<file path="src/rtl/datapath_sequencer_pkg.sv">
// Shared constants for the datapath sequencer: control-word layout, opcodes, shift codes, FSM states.
// A captured command is carried around as one packed cmd_t.
package seq_pkg;
    localparam int CTRL_W = 9;
    localparam int CNT_W  = 4;

    localparam logic [CTRL_W-1:0] IDLE_WORD  = 9'h000;
    localparam logic [CTRL_W-1:0] CLEAR_WORD = 9'h0C0;

    // [8] reserved, [7] Q clear, [6] R clear, [5:4] shift, [3] mux, [2:0] ALU op
    localparam int BIT_QCLR     = 7;
    localparam int BIT_RCLR     = 6;
    localparam int BIT_SHIFT_LO = 4;
    localparam int BIT_MUX      = 3;
    localparam int BIT_OP_LO    = 0;

    localparam logic [2:0] OP_PASS_A = 3'b000;
    localparam logic [2:0] OP_ADD    = 3'b001;

    localparam logic [1:0] SH_NONE  = 2'b00;
    localparam logic [1:0] SH_LEFT  = 2'b01;
    localparam logic [1:0] SH_RIGHT = 2'b10;
    localparam logic [1:0] SH_ROT   = 2'b11;

    typedef enum logic [1:0] {
        S_IDLE  = 2'd0,
        S_CLEAR = 2'd1,
        S_EXEC  = 2'd2,
        S_DONE  = 2'd3
    } state_e;

    typedef struct packed {
        logic [2:0]       op;
        logic             src;
        logic [1:0]       shift;
        logic             clr;
        logic [CNT_W-1:0] count;
    } cmd_t;
endpackage

</file>
<file path="src/rtl/datapath_sequencer_if.sv">
// Command handshake plus datapath control outputs of the sequencer.
// master = instruction source side, slave = the sequencer itself.
interface datapath_sequencer_if;
    import seq_pkg::*;

    logic              cmd_valid;
    logic              cmd_ready;
    logic [2:0]        cmd_op;
    logic              cmd_src;
    logic [1:0]        cmd_shift;
    logic              cmd_clr;
    logic [CNT_W-1:0]  cmd_count;
    logic [CTRL_W-1:0] ctrl_bus;
    logic              busy;
    logic              done;

    modport master (
        output cmd_valid, cmd_op, cmd_src, cmd_shift, cmd_clr, cmd_count,
        input  cmd_ready, ctrl_bus, busy, done
    );

    modport slave (
        input  cmd_valid, cmd_op, cmd_src, cmd_shift, cmd_clr, cmd_count,
        output cmd_ready, ctrl_bus, busy, done
    );
endinterface

</file>
<file path="src/rtl/datapath_sequencer_ctrl_word_encoder.sv">
// Combinational map from sequencer state and captured command fields to the 9-bit control word.
module ctrl_word_encoder
    import seq_pkg::*;
(
    input  state_e            state_i,
    input  logic [2:0]        op_i,
    input  logic              src_i,
    input  logic [1:0]        shift_i,
    output logic [CTRL_W-1:0] word_o
);
    always_comb begin
        word_o = IDLE_WORD;
        case (state_i)
            S_CLEAR: word_o = CLEAR_WORD;
            S_EXEC: begin
                word_o                     = '0;
                word_o[BIT_OP_LO +: 3]     = op_i;
                word_o[BIT_MUX]            = src_i;
                word_o[BIT_SHIFT_LO +: 2]  = shift_i;
            end
            S_IDLE, S_DONE: word_o = IDLE_WORD;
            default: word_o = IDLE_WORD;
        endcase
    end
endmodule

</file>
<file path="src/rtl/datapath_sequencer.sv">
// Expands one command into an optional clear cycle plus count+1 execute cycles, then a done pulse.
// Registered outputs; `SEQ_CMD_QUEUE_EN adds a one-entry buffer so commands can be accepted while busy.
module datapath_sequencer
    import seq_pkg::*;
(
    input  logic                 clk,
    input  logic                 reset,
    datapath_sequencer_if.slave  bus
);
    state_e            state_q, state_d;
    logic [CNT_W-1:0]  cnt_q, cnt_d;
    logic [2:0]        op_q, op_d;
    logic              src_q, src_d;
    logic [1:0]        shift_q, shift_d;
    logic [CTRL_W-1:0] ctrl_q, ctrl_d;
    logic              done_q, done_d;
    cmd_t              in_cmd, start_cmd;
    logic              xfer, start;

`ifdef SEQ_CMD_QUEUE_EN
    cmd_t              buf_q, buf_d;
    logic              buf_full_q, buf_full_d;

    assign bus.cmd_ready = !buf_full_q;
`else
    assign bus.cmd_ready = (state_q == S_IDLE);
`endif

    assign in_cmd = '{op: bus.cmd_op, src: bus.cmd_src, shift: bus.cmd_shift,
                      clr: bus.cmd_clr, count: bus.cmd_count};
    assign xfer   = bus.cmd_valid && bus.cmd_ready;

    always_comb begin
        state_d   = state_q;
        cnt_d     = cnt_q;
        op_d      = op_q;
        src_d     = src_q;
        shift_d   = shift_q;
        start     = 1'b0;
        start_cmd = in_cmd;
`ifdef SEQ_CMD_QUEUE_EN
        buf_d      = buf_q;
        buf_full_d = buf_full_q;
`endif
        case (state_q)
            S_IDLE:  start = xfer;
            S_CLEAR: state_d = S_EXEC;
            S_EXEC: begin
                if (cnt_q == '0) begin
                    state_d = S_DONE;
                end else begin
                    cnt_d = cnt_q - 1'b1;
                end
            end
            S_DONE: begin
                state_d = S_IDLE;
`ifdef SEQ_CMD_QUEUE_EN
                // Chain straight into the next command so no IDLE bubble appears.
                if (buf_full_q) begin
                    start      = 1'b1;
                    start_cmd  = buf_q;
                    buf_full_d = 1'b0;
                end else begin
                    start = xfer;
                end
`endif
            end
            default: state_d = S_IDLE;
        endcase
`ifdef SEQ_CMD_QUEUE_EN
        if (xfer && (state_q == S_CLEAR || state_q == S_EXEC)) begin
            buf_d      = in_cmd;
            buf_full_d = 1'b1;
        end
`endif
        if (start) begin
            state_d = start_cmd.clr ? S_CLEAR : S_EXEC;
            cnt_d   = start_cmd.count;
            op_d    = start_cmd.op;
            src_d   = start_cmd.src;
            shift_d = start_cmd.shift;
        end
    end

    assign done_d = (state_d == S_DONE);

    ctrl_word_encoder u_enc (
        .state_i (state_d),
        .op_i    (op_d),
        .src_i   (src_d),
        .shift_i (shift_d),
        .word_o  (ctrl_d)
    );

    always_ff @(posedge clk) begin
        if (reset) begin
            state_q    <= S_IDLE;
            cnt_q      <= '0;
            op_q       <= OP_PASS_A;
            src_q      <= 1'b0;
            shift_q    <= SH_NONE;
            ctrl_q     <= IDLE_WORD;
            done_q     <= 1'b0;
`ifdef SEQ_CMD_QUEUE_EN
            buf_q      <= '0;
            buf_full_q <= 1'b0;
`endif
        end else begin
            state_q    <= state_d;
            cnt_q      <= cnt_d;
            op_q       <= op_d;
            src_q      <= src_d;
            shift_q    <= shift_d;
            ctrl_q     <= ctrl_d;
            done_q     <= done_d;
`ifdef SEQ_CMD_QUEUE_EN
            buf_q      <= buf_d;
            buf_full_q <= buf_full_d;
`endif
        end
    end

    assign bus.ctrl_bus = ctrl_q;
    assign bus.done     = done_q;
    assign bus.busy     = (state_q != S_IDLE);
endmodule

</file>
<file path="src/flat_wrapper.sv">
// flat-port wrapper written by rule: the top's interface ports become plain ports
module datapath_sequencer_flat import seq_pkg::*;
  (clk, reset, bus_cmd_valid, bus_cmd_op, bus_cmd_src, bus_cmd_shift, bus_cmd_clr, bus_cmd_count, bus_cmd_ready, bus_ctrl_bus, bus_busy, bus_done);
  datapath_sequencer_if bus_i ();
  input  logic clk;
  input  logic reset;
  input wire logic [$bits(bus_i.cmd_valid)-1:0] bus_cmd_valid;
  input wire logic [$bits(bus_i.cmd_op)-1:0] bus_cmd_op;
  input wire logic [$bits(bus_i.cmd_src)-1:0] bus_cmd_src;
  input wire logic [$bits(bus_i.cmd_shift)-1:0] bus_cmd_shift;
  input wire logic [$bits(bus_i.cmd_clr)-1:0] bus_cmd_clr;
  input wire logic [$bits(bus_i.cmd_count)-1:0] bus_cmd_count;
  output wire logic [$bits(bus_i.cmd_ready)-1:0] bus_cmd_ready;
  output wire logic [$bits(bus_i.ctrl_bus)-1:0] bus_ctrl_bus;
  output wire logic [$bits(bus_i.busy)-1:0] bus_busy;
  output wire logic [$bits(bus_i.done)-1:0] bus_done;
  assign bus_i.cmd_valid = bus_cmd_valid;
  assign bus_i.cmd_op = bus_cmd_op;
  assign bus_i.cmd_src = bus_cmd_src;
  assign bus_i.cmd_shift = bus_cmd_shift;
  assign bus_i.cmd_clr = bus_cmd_clr;
  assign bus_i.cmd_count = bus_cmd_count;
  assign bus_cmd_ready = bus_i.cmd_ready;
  assign bus_ctrl_bus = bus_i.ctrl_bus;
  assign bus_busy = bus_i.busy;
  assign bus_done = bus_i.done;
  datapath_sequencer u_core (.clk(clk), .reset(reset), .bus(bus_i));
endmodule
</file>
<file path="config.mk">
export PLATFORM = sky130hd
export DESIGN_NAME = datapath_sequencer_flat
export DESIGN_NICKNAME = d
export VERILOG_FILES = /design/src/rtl/datapath_sequencer_pkg.sv /design/src/rtl/datapath_sequencer_if.sv /design/src/rtl/datapath_sequencer_ctrl_word_encoder.sv /design/src/rtl/datapath_sequencer.sv /design/src/flat_wrapper.sv
export SDC_FILE = /design/constraint.sdc
export NUM_CORES = 1
export LEC_CHECK = 0
export BUFFER_PORTS_ARGS = -buffer_cell sky130_fd_sc_hd__buf_2
export CAP_MARGIN = 40
export CORE_UTILIZATION = 49
export DETAILED_ROUTE_END_ITERATION = 8
export PLACE_DENSITY = 0.78
export SLEW_MARGIN = 20
export SYNTH_ARGS = -nofsm -noshare
export SYNTH_HDL_FRONTEND = slang
export SYNTH_SLANG_ARGS = --single-unit
</file>
<file path="constraint.sdc">
create_clock -name clk -period 1.9 [get_ports clk]
set_clock_uncertainty 0.2 [all_clocks]
set_input_delay 0.38 -clock clk [delete_from_list [all_inputs] [get_ports clk]]
set_output_delay 0.38 -clock clk [all_outputs]
set_load 0.03 [all_outputs]
</file>
==> run_results.csv <==
group,metric,value,unit
synthesis,yosysSeqAreaShare,43.8,%
detailed_routing,final_antenna_net_count,0,
synthesis,syn_area,913,um2
global_routing,grt_remaining_overflow,0,
critical_path,crit_fanout,5,
synthesis,syn_nets,125,
sta,timing.final.max_slew_violations,0,
clock_network,clock_path_buffers,2,
critical_path,arrival,1840,ps
clock_network,cts.sinks,20,
placed_design,pre_cts_ws,121,ps
floorplan,die_x,45.2,um
floorplan,rows,15,
power_and_ir_drop,power.density,1230,nW/um2
synthesis,synth_edf_count,0,
synthesis,yosys.cell_types.count,31,
status,status,"finished, final reports clean",
detailed_routing,drt-total-wl,1830,um
synthesis,postSynthAreaPerCell,8.54,um2
sta,period_share,94.4,%
critical_path,r2r-start,"u_core.cnt_q[1]",
critical_path,cp.required,1950,ps
detailed_routing,via_count,818,
critical_path,cp-startpoint,"u_core.cnt_q[1]",
sta,rsz0062_at_grt,"no",
clock_network,hold_buffers,0,
cells_and_area,antenna_cells,0,
clock_network,root_buffer,"clkbuf_4",
job,maxCapViolCount,0,
critical_path,r2r_setup_slack,110,ps
placed_design,dp_hpwl,1350,um
synthesis,ys.flop_type,"dfxtp_1",
floorplan,core_area,1750,um2
cells_and_area,nets,148,
global_routing,grt_max_degree,19,
clock_network,numCtsBuffers,3,
global_routing,grt_util_all_layers,19.8,%
power_and_ir_drop,p_leak,0.000470,uW
critical_path,endpoint_kind,"flip-flop",
global_routing,grt_pass1_vias,724,
detailed_routing,drt_first_pass_iters,4,
synthesis,synth_area_leader_cell,"dfxtp_1",
detailed_routing,avgRoutedWirePerCell,11.9,um
detailed_routing,dr.first_iter.drc_count,12,
hold_path,hold_path_class,"primary input to flip-flop",
global_routing,antenna_found_initial,0,
sta,layout_min_cycle_time,1790,ps
sta,timing.final.ws_setup,106,ps
synthesis,async_flop_share,0,%
synthesis,yosysWarningCount,0,
synthesis,synth_top_area_share,43.8,%
floorplan,die_h,45.2,um
placed_design,gp_congestion,0.772,
placed_design,port_buffers,24,
clock_network,htree_levels,1,
clock_network,postCtsSetupBuffers,0,
cells_and_area,final_cell_mix,"buf_2 (24), dfxtp_1 (20), nand2_1 (17)",
clock_network,clk_latency,290,ps
floorplan,initial_utilization,52.3,%
critical_path,r2r-end,"u_core.cnt_q[1]",
power_and_ir_drop,irDropWorstVdd,0.000737,V
detailed_routing,remaining_drc_errors,0,
critical_path,r2r_cells,5,
detailed_routing,post_drt_via_cell_ratio,5.31,
sta,setup_tns,0,ps
sta,worst_hold_slack,130,ps
synthesis,yosys_register_bits,20,
sta,fmax,557,MHz
global_routing,grt_pass1_wl,2940,um
critical_path,crit_type,"flip-flop to flip-flop",
floorplan,die_area,2040,um2
clock_network,tritoncts,"built",
sta,finalHoldViolations,0,
cells_and_area,final_common_cell,"buf_2",
cells_and_area,areaGrowthSynthToFinish,19.5,%
placed_design,place_area,1050,um2
clock_network,clk_pin_slew,110,ps
sta,setup_viol,0,
synthesis,syn_inst,107,
synthesis,synthTopCellsByArea,"dfxtp_1 (44%), a21oi_1 (7.1%), nand2_1 (7.0%)",
critical_path,crit_path_end,"u_core.cnt_q[1]",
cells_and_area,drive_above_1_share,25.6,%
cells_and_area,final_area,1090,um2
clock_network,post_cts_resized,0,
floorplan,pin_count,26,
critical_path,startpoint_type,"flip-flop",
## cell families after synthesis
kind of cell             share of synthesized area [%]
flip-flops                                        43.8
AO/OA/AOI/OAI                                     18.6
buffers and inverters                             7.40
adder cells (fa/ha/maj)                           5.48
AND/OR/NAND/NOR                                   22.1
other                                            0.411
multiplexers                                      2.19
## cells in the mapped netlist (all sizes together), types with 2 or more instances
cell and number:
nor3 2, nand2 17, buf 6, ha 4, inv 6, a211oi 2
o22ai 2, or3 2, a21oi 13, o2111ai 6, nor2 7, dfxtp 20
mux2i 2, clkbuf 3
## registers in the layout, summed over array words and instances (netlist names)
register / flops
u_core.bus.done: 1
u_core.bus.ctrl_bus: 7
u_core.shift_q: 2
u_core.src_q: 1
u_core.state_q: 2
u_core.cnt_q: 4
u_core.op_q: 3
## routing by layer
| layer | vias up | routed length [um] | part of all wire [%] | track usage [%] |
|---|---|---|---|---|
| met5 | - | 0 | 0 | 0 |
| met4 | 0 | 6 | 0.33 | 8.48 |
| met3 | 2 | 54 | 2.9 | 2.40 |
| met2 | 13 | 954 | 52 | 33.3 |
| met1 | 380 | 819 | 45 | 25.4 |
| li1 | 423 | - | - | - |
## metrics by stage
step,cells,total power [uW],utilization [%]
floorplan,107,963,-
global placement,150,1090,60.4
detailed placement,150,1110,60.4
CTS,154,1360,62.5
global route,154,1430,62.5
finish,154,1350,62.5
## how the worst min path moves through the flow
stage | startpoint | endpoint | slack [ps] | cells past startpoint
6_report | bus_cmd_shift[0] | u_core.shift_q[0] | 130 | 3
5_1_grt | bus_cmd_src | u_core.bus.ctrl_bus[3] | 130 | 3
4_1_cts | bus_cmd_shift[0] | u_core.shift_q[0] | 120 | 3
3_5_place_dp | u_core.op_q[1] | u_core.op_q[1] | 250 | 2
3_3_place_gp | u_core.shift_q[1] | u_core.shift_q[1] | 240 | 2
2_1_floorplan | u_core.op_q[0] | u_core.op_q[0] | 240 | 2
## worst max-delay path, stage by stage (launching register included)
cell and delay (ps):
dfxtp_1 330, inv_1 80, ha_1 230, or3b_4 420
a2111o_1 420, nand3_1 60
## power by group
part	leakage (uW)	switching (uW)	total, uW	internal (uW)
sequential	0.000164	43.8	532	488
clock	0.0000210	124	240	117
combinational	0.000285	362	573	211
## area by class of cell
class	instances	area [um2]
Tap cell	25	31.3
Inverter	6	22.5
Timing Repair Buffer	27	155
Sequential cell	20	400
Clock buffer	4	36.3
Multi-Input combinational cell	72	445
Fill cell	168	654
(Power assumes the default switching activity.)
